## config.mk

```make
export PLATFORM = sky130hd
export DESIGN_NAME = ps2_frame_receiver
export DESIGN_NICKNAME = d
export VERILOG_FILES = /design/src/rtl/ps2_defs_pkg.sv /design/src/rtl/ps2_input_filter.sv /design/src/rtl/ps2_frame_receiver.sv
export SDC_FILE = /design/constraint.sdc
export NUM_CORES = 1
export LEC_CHECK = 0
export ABC_CLOCK_PERIOD_IN_PS = 3000
export BUFFER_PORTS_ARGS = -buffer_cell sky130_fd_sc_hd__clkbuf_2
export CAP_MARGIN = 20
export CORE_UTILIZATION = 50
export DETAILED_ROUTE_END_ITERATION = 12
export PLACE_DENSITY = 0.73
export SKIP_CTS_REPAIR_TIMING = 1
export SLEW_MARGIN = 20
export SYNTH_ARGS = -nofsm -noshare
export SYNTH_HDL_FRONTEND = slang
export SYNTH_SLANG_ARGS = --single-unit
```

## constraint.sdc

```tcl
create_clock -name Clock -period 3 [get_ports Clock]
set_input_delay 0.15 -clock Clock [delete_from_list [all_inputs] [get_ports Clock]]
set_output_delay 0.15 -clock Clock [all_outputs]
set_load 0.02 [all_outputs]
```

## src/rtl/ps2_defs_pkg.sv

```systemverilog
// Shared PS/2 definitions: receiver FSM encoding, prefix bytes and the scan
// codes the downstream keyboard command decoder looks for.
package ps2_defs;

    typedef enum logic [1:0] {
        ST_IDLE   = 2'd0,
        ST_DATA   = 2'd1,
        ST_PARITY = 2'd2,
        ST_STOP   = 2'd3
    } ps2_state_e;

    localparam logic [7:0] BREAK_CODE = 8'hF0;
    localparam logic [7:0] EXT_CODE   = 8'hE0;

    localparam logic [7:0] KEY_W     = 8'h1D;
    localparam logic [7:0] KEY_S     = 8'h1B;
    localparam logic [7:0] KEY_A     = 8'h1C;
    localparam logic [7:0] KEY_D     = 8'h23;
    localparam logic [7:0] KEY_SPACE = 8'h29;

    // PS/2 frames use odd parity over the 8 data bits plus the parity bit.
    function automatic logic odd_parity_ok(input logic [7:0] data, input logic par);
        return ^{data, par};
    endfunction

endpackage

```

## src/rtl/ps2_input_filter.sv

```systemverilog
// Synchronizes a raw PS/2 line, deglitches it, and pulses on filtered falls.
// Filtered level lags the raw line by 2 + FILTER_LEN cycles; no backpressure.
module ps2_input_filter #(
    parameter int FILTER_LEN = 4
) (
    input  logic clk_i,
    input  logic rst_i,
    input  logic raw_i,
    output logic filt_o,
    output logic fall_o
);

    localparam int CNT_W = 4;

    logic             sync1_q, sync2_q;
    logic             filt_q, filt_d;
    logic             filt_prev_q;
    logic [CNT_W-1:0] cnt_q, cnt_d;

    // Counts consecutive synchronized samples that disagree with the filtered level.
    always_comb begin
        cnt_d  = '0;
        filt_d = filt_q;
        if (sync2_q != filt_q) begin
            if (cnt_q == CNT_W'(FILTER_LEN - 1)) begin
                filt_d = sync2_q;
            end else begin
                cnt_d = cnt_q + CNT_W'(1);
            end
        end
    end

    always_ff @(posedge clk_i or posedge rst_i) begin
        if (rst_i) begin
            sync1_q     <= 1'b1;
            sync2_q     <= 1'b1;
            filt_q      <= 1'b1;
            filt_prev_q <= 1'b1;
            cnt_q       <= '0;
        end else begin
            sync1_q     <= raw_i;
            sync2_q     <= sync1_q;
            filt_q      <= filt_d;
            filt_prev_q <= filt_q;
            cnt_q       <= cnt_d;
        end
    end

    assign filt_o = filt_q;
    assign fall_o = filt_prev_q & ~filt_q;

endmodule

```

## src/rtl/ps2_frame_receiver.sv

```systemverilog
// PS/2 keyboard frame receiver: deserializes 11-bit frames, folds F0/E0 prefixes.
// Code/error strobes 1 cycle after the stop-bit fall; no backpressure (strobes are lossy).
module ps2_frame_receiver
    import ps2_defs::*;
#(
    parameter int FILTER_LEN     = 4,
    parameter int TIMEOUT_CYCLES = 50000
) (
    input  logic       Clock,
    input  logic       Reset,
    input  logic       PS2_CLK,
    input  logic       PS2_DATA,
    output logic [7:0] oScanCode,
    output logic       oCodeValid,
    output logic       oBreak,
    output logic       oExtended,
    output logic       oParityError,
    output logic       oFrameError
);

    localparam int TMO_W = $clog2(TIMEOUT_CYCLES + 1);

    logic             clk_filt, fall;
    logic             data_s1_q, data_s_q;
    ps2_state_e       state_q, state_d;
    logic [2:0]       bit_cnt_q, bit_cnt_d;
    logic [7:0]       shift_q, shift_d;
    logic             par_q, par_d;
    logic [TMO_W-1:0] tmo_q, tmo_d;
    logic             brk_q, brk_d, ext_q, ext_d;
    logic [7:0]       code_q, code_d;
    logic             vld_q, vld_d, obrk_q, obrk_d, oext_q, oext_d;
    logic             perr_q, perr_d, ferr_q, ferr_d;
    logic             timeout;

    ps2_input_filter #(.FILTER_LEN(FILTER_LEN)) u_clk_filt (
        .clk_i  (Clock),
        .rst_i  (Reset),
        .raw_i  (PS2_CLK),
        .filt_o (clk_filt),
        .fall_o (fall)
    );

    assign timeout = (state_q != ST_IDLE) && !fall && (tmo_q == TMO_W'(TIMEOUT_CYCLES));

    always_ff @(posedge Clock or posedge Reset) begin
        if (Reset) begin
            state_q <= ST_IDLE;
        end else begin
            state_q <= state_d;
        end
    end

    always_comb begin
        state_d = state_q;
        if (timeout) begin
            state_d = ST_IDLE;
        end else if (fall) begin
            case (state_q)
                ST_IDLE:   if (!data_s_q) state_d = ST_DATA;
                ST_DATA:   if (bit_cnt_q == 3'd7) state_d = ST_PARITY;
                ST_PARITY: state_d = ST_STOP;
                ST_STOP:   state_d = ST_IDLE;
                default:   state_d = ST_IDLE;
            endcase
        end
    end

    always_comb begin
        bit_cnt_d = bit_cnt_q;
        shift_d   = shift_q;
        par_d     = par_q;
        tmo_d     = (state_q == ST_IDLE || fall || timeout) ? '0 : tmo_q + TMO_W'(1);
        brk_d     = brk_q;
        ext_d     = ext_q;
        code_d    = code_q;
        vld_d     = 1'b0;
        obrk_d    = obrk_q;
        oext_d    = oext_q;
        perr_d    = 1'b0;
        ferr_d    = 1'b0;
        if (timeout) begin
            ferr_d = 1'b1;
            brk_d  = 1'b0;
            ext_d  = 1'b0;
        end else if (fall) begin
            case (state_q)
                ST_IDLE:   bit_cnt_d = 3'd0;
                ST_DATA: begin
                    shift_d   = {data_s_q, shift_q[7:1]};
                    bit_cnt_d = bit_cnt_q + 3'd1;
                end
                ST_PARITY: par_d = data_s_q;
                ST_STOP: begin
                    if (!data_s_q) begin
                        ferr_d = 1'b1;
                        brk_d  = 1'b0;
                        ext_d  = 1'b0;
                    end else if (!odd_parity_ok(shift_q, par_q)) begin
                        perr_d = 1'b1;
                        brk_d  = 1'b0;
                        ext_d  = 1'b0;
                    end else if (shift_q == BREAK_CODE) begin
                        brk_d = 1'b1;
                    end else if (shift_q == EXT_CODE) begin
                        ext_d = 1'b1;
                    end else begin
                        code_d = shift_q;
                        vld_d  = 1'b1;
                        obrk_d = brk_q;
                        oext_d = ext_q;
                        brk_d  = 1'b0;
                        ext_d  = 1'b0;
                    end
                end
                default: ;
            endcase
        end
    end

    always_ff @(posedge Clock or posedge Reset) begin
        if (Reset) begin
            data_s1_q <= 1'b1;
            data_s_q  <= 1'b1;
            bit_cnt_q <= '0;
            shift_q   <= '0;
            par_q     <= 1'b0;
            tmo_q     <= '0;
            brk_q     <= 1'b0;
            ext_q     <= 1'b0;
            code_q    <= '0;
            vld_q     <= 1'b0;
            obrk_q    <= 1'b0;
            oext_q    <= 1'b0;
            perr_q    <= 1'b0;
            ferr_q    <= 1'b0;
        end else begin
            data_s1_q <= PS2_DATA;
            data_s_q  <= data_s1_q;
            bit_cnt_q <= bit_cnt_d;
            shift_q   <= shift_d;
            par_q     <= par_d;
            tmo_q     <= tmo_d;
            brk_q     <= brk_d;
            ext_q     <= ext_d;
            code_q    <= code_d;
            vld_q     <= vld_d;
            obrk_q    <= obrk_d;
            oext_q    <= oext_d;
            perr_q    <= perr_d;
            ferr_q    <= ferr_d;
        end
    end

    assign oScanCode    = code_q;
    assign oCodeValid   = vld_q;
    assign oBreak       = obrk_q;
    assign oExtended    = oext_q;
    assign oParityError = perr_q;
    assign oFrameError  = ferr_q;

endmodule

```

==> impl_metrics.yaml <==
clock_tree:
  clock-sinks: 55
  clkLatencyLatePin_ps: 300
  clock_path_buffers: 2
  cts_tree: "yes"
  cts_root_buf: "clkbuf_8"
  path_clk_slew_ps: 90
  htreeDepth: 2
  numCtsBuffers: 5
critical_path:
  worstPathArrival_ps: 2340
  crit_path_start_kind: "flop"
  cp_max_fo: 11
  crit_required_ps: 3190
  cp-end-kind: "flop"
  critPathKind: "flop to flop"
power:
  ir_drop_mv: 0.329
  p_leak_nw: 1.33
  p_total_w: 0.00228
  cellPowerDensity_nw_per_um2: 824
grt:
  grt_usage: 0.160
  grt_max_degree: 56
  antenna_found_initial: 0
  grt_overflow: 0
  grt_pass1_vias: 1485
  grt_pass1_wl_mm: 6.44
detailed_routing:
  drt_iter0_drc: 90
  postRouteAntennaNets: 0
  vias: 1479
  wl_per_cell_um: 12.4
  dr.pass1.iters: 4
  drc: 0
  wl_mm: 3.68
  via_per_inst: 4.98
synthesis:
  synthTopCellsByArea: "dfrtp_1 (49%), dfstp_2 (6.4%), mux2_2 (5.0%), xnor2_1 (4.9%), mux2_4 (4.8%)"
  ys_types: 35
  yosysTopAreaCellShare: 0.495
  ys_ff_latch: 55
  synth_nets: 217
  synth-seq-area-share: 0.558
  netlist_area_um2: 2480
  syn_inst: 204
  synth.largest_area_cell: "dfrtp_1"
  synth.avg_cell_area_um2: 12.2
  ys_warn_count: 0
sta:
  whs_ps: 358
  max-slew-margin-rel: 0.573
  period_share: 0.718
  drv_slew: 0
  max_slew.worst_pin.slew_ps: 640
  finalSetupViolCount: 0
  tns_ps: 0
  finClkSkew_ps: 4.14
  rsz0062_at_grt: "false"
  hold_violations: 0
  fin_crit_ps: 2150
  fmax_mhz: 465
min_path:
  hold_path.class: "flop to flop"
place:
  dp_hpwl_mm: 2.54
  io_buffers: 16
  routabilityCongestion: 0.729
run_status:
  outcome: "finished, final reports clean"
layout:
  area_growth_pct: 11.8
  antenna_cells: 0
  layout_common_cells: "dfrtp_1 (49), nor2_1 (24), clkbuf_2 (16)"
  final_common_cell: "dfrtp_1"
  drive_gt1_frac: 0.230
  fin_nets: 242
floorplanning:
  core_area_um2: 4750
  dieHeight_um: 72.4
  initial_core_util: 0.521
  design.die.area_um2: 5240
  rows: 25
  ios: 17
  dieWidth_um: 72.4
job:
  drv_cap: 0
cells in the mapped netlist (all sizes together):
cell type and n:
nand3b 2, o22a 3, a21oi 1, nor2b 3, and3 1, dfrtp 49
xor2 7, nor2 24, dfstp 6, nand3 7, nand4 4, o21bai 1
and2 1, nand2 13, a32o 3, ha 9, nor4 2, a31oi 2
nor3 3, clkbuf 2, xnor2 15, and4 3, nand2b 1, mux2 19
nor3b 1, o21ai 6, inv 11, nand4b 1, buf 1, nor4bb 1
xnor3 1, nor4b 1
per-stage QoR:
stage | utilization | setup slack (ps) | cell area [µm²] | std cells
after CTS | 0.577 | 835 | 2740 | 294
after global placement | 0.555 | 903 | 2640 | 286
after floorplan | - | 1100 | 2480 | 204
final | 0.583 | 847 | 2770 | 297
after detailed placement | 0.556 | 849 | 2640 | 286
after global routing | 0.583 | 703 | 2770 | 297
cell type report:
cell class                 count  area (µm²)
timing repair buffer          21         125
tap                           67        83.8
clock buffer                   8         100
fill                         420        1980
sequential                    55        1380
inverter                      11        43.8
multi-input combinational    135        1030
logic make-up (layout without fill, tap and decap cells):
| family | Yosys count | in the layout | share of synthesized area |
|---|---|---|---|
| AND/OR/NAND/NOR | 68 | 68 | 0.139 |
| flip-flops | 55 | 55 | 0.558 |
| XOR/XNOR | 23 | 23 | 0.0899 |
| multiplexers | 19 | 19 | 0.0984 |
| AO/OA/AOI/OAI | 16 | 16 | 0.0449 |
| buffers and inverters | 14 | 40 | 0.0242 |
| adder cells (fa/ha/maj) | 9 | 9 | 0.0454 |
flip-flops by register name, indices dropped and copies added, names as in the netlist:
register and count:
u_clk_filt.filt_prev_q 1, tmo_q 16, oScanCode 8, data_s1_q 1
brk_q 1, data_s_q 1, oParityError 1, oExtended 1
u_clk_filt.filt_o 1, oCodeValid 1, bit_cnt_q 3, ext_q 1
u_clk_filt.sync1_q 1, state_q 2, oFrameError 1, shift_q 8
u_clk_filt.sync2_q 1, par_q 1, u_clk_filt.cnt_q 4, oBreak 1
power by group:
part | internal [W] | switching [W]
registers | 0.000915 | 0.000139
logic | 0.000383 | 0.000420
clock network | 0.000211 | 0.000216
final timing paths:
check | start | to | slack [ps] | cells past startpoint
setup / recovery | shift_q[2]$_DFFE_PP0P_ | oScanCode[6]$_DFFE_PP0P_ | 850 | 5
hold reg to reg | u_clk_filt.sync1_q$_DFF_PP1_ | u_clk_filt.sync2_q$_DFF_PP1_ | 360 | 0
setup reg to reg | shift_q[2]$_DFFE_PP0P_ | oScanCode[6]$_DFFE_PP0P_ | 850 | 5
min in group asynchronous | Reset | tmo_q[0]$_DFF_PP0_ | 490 | 3
hold / removal | u_clk_filt.sync1_q$_DFF_PP1_ | u_clk_filt.sync2_q$_DFF_PP1_ | 360 | 0
max in group asynchronous | Reset | data_s_q$_DFF_PP1_ | 1940 | 4
critical path, stage by stage (launching register included):
cell      delay, ps
dfrtp_1         430
xnor2_1         170
xnor3_1         440
xnor2_2         270
nand3b_2        330
mux2_4          390
per-layer routing:
layer,GRT usage,vias up,wire length (µm)
li1,-,749,-
met4,0.0523,0,48
met1,0.204,706,1880
met2,0.267,19,1670
met5,0,-,0
met3,0.0417,5,82
Note: power is estimated with default switching activity, not from simulation.
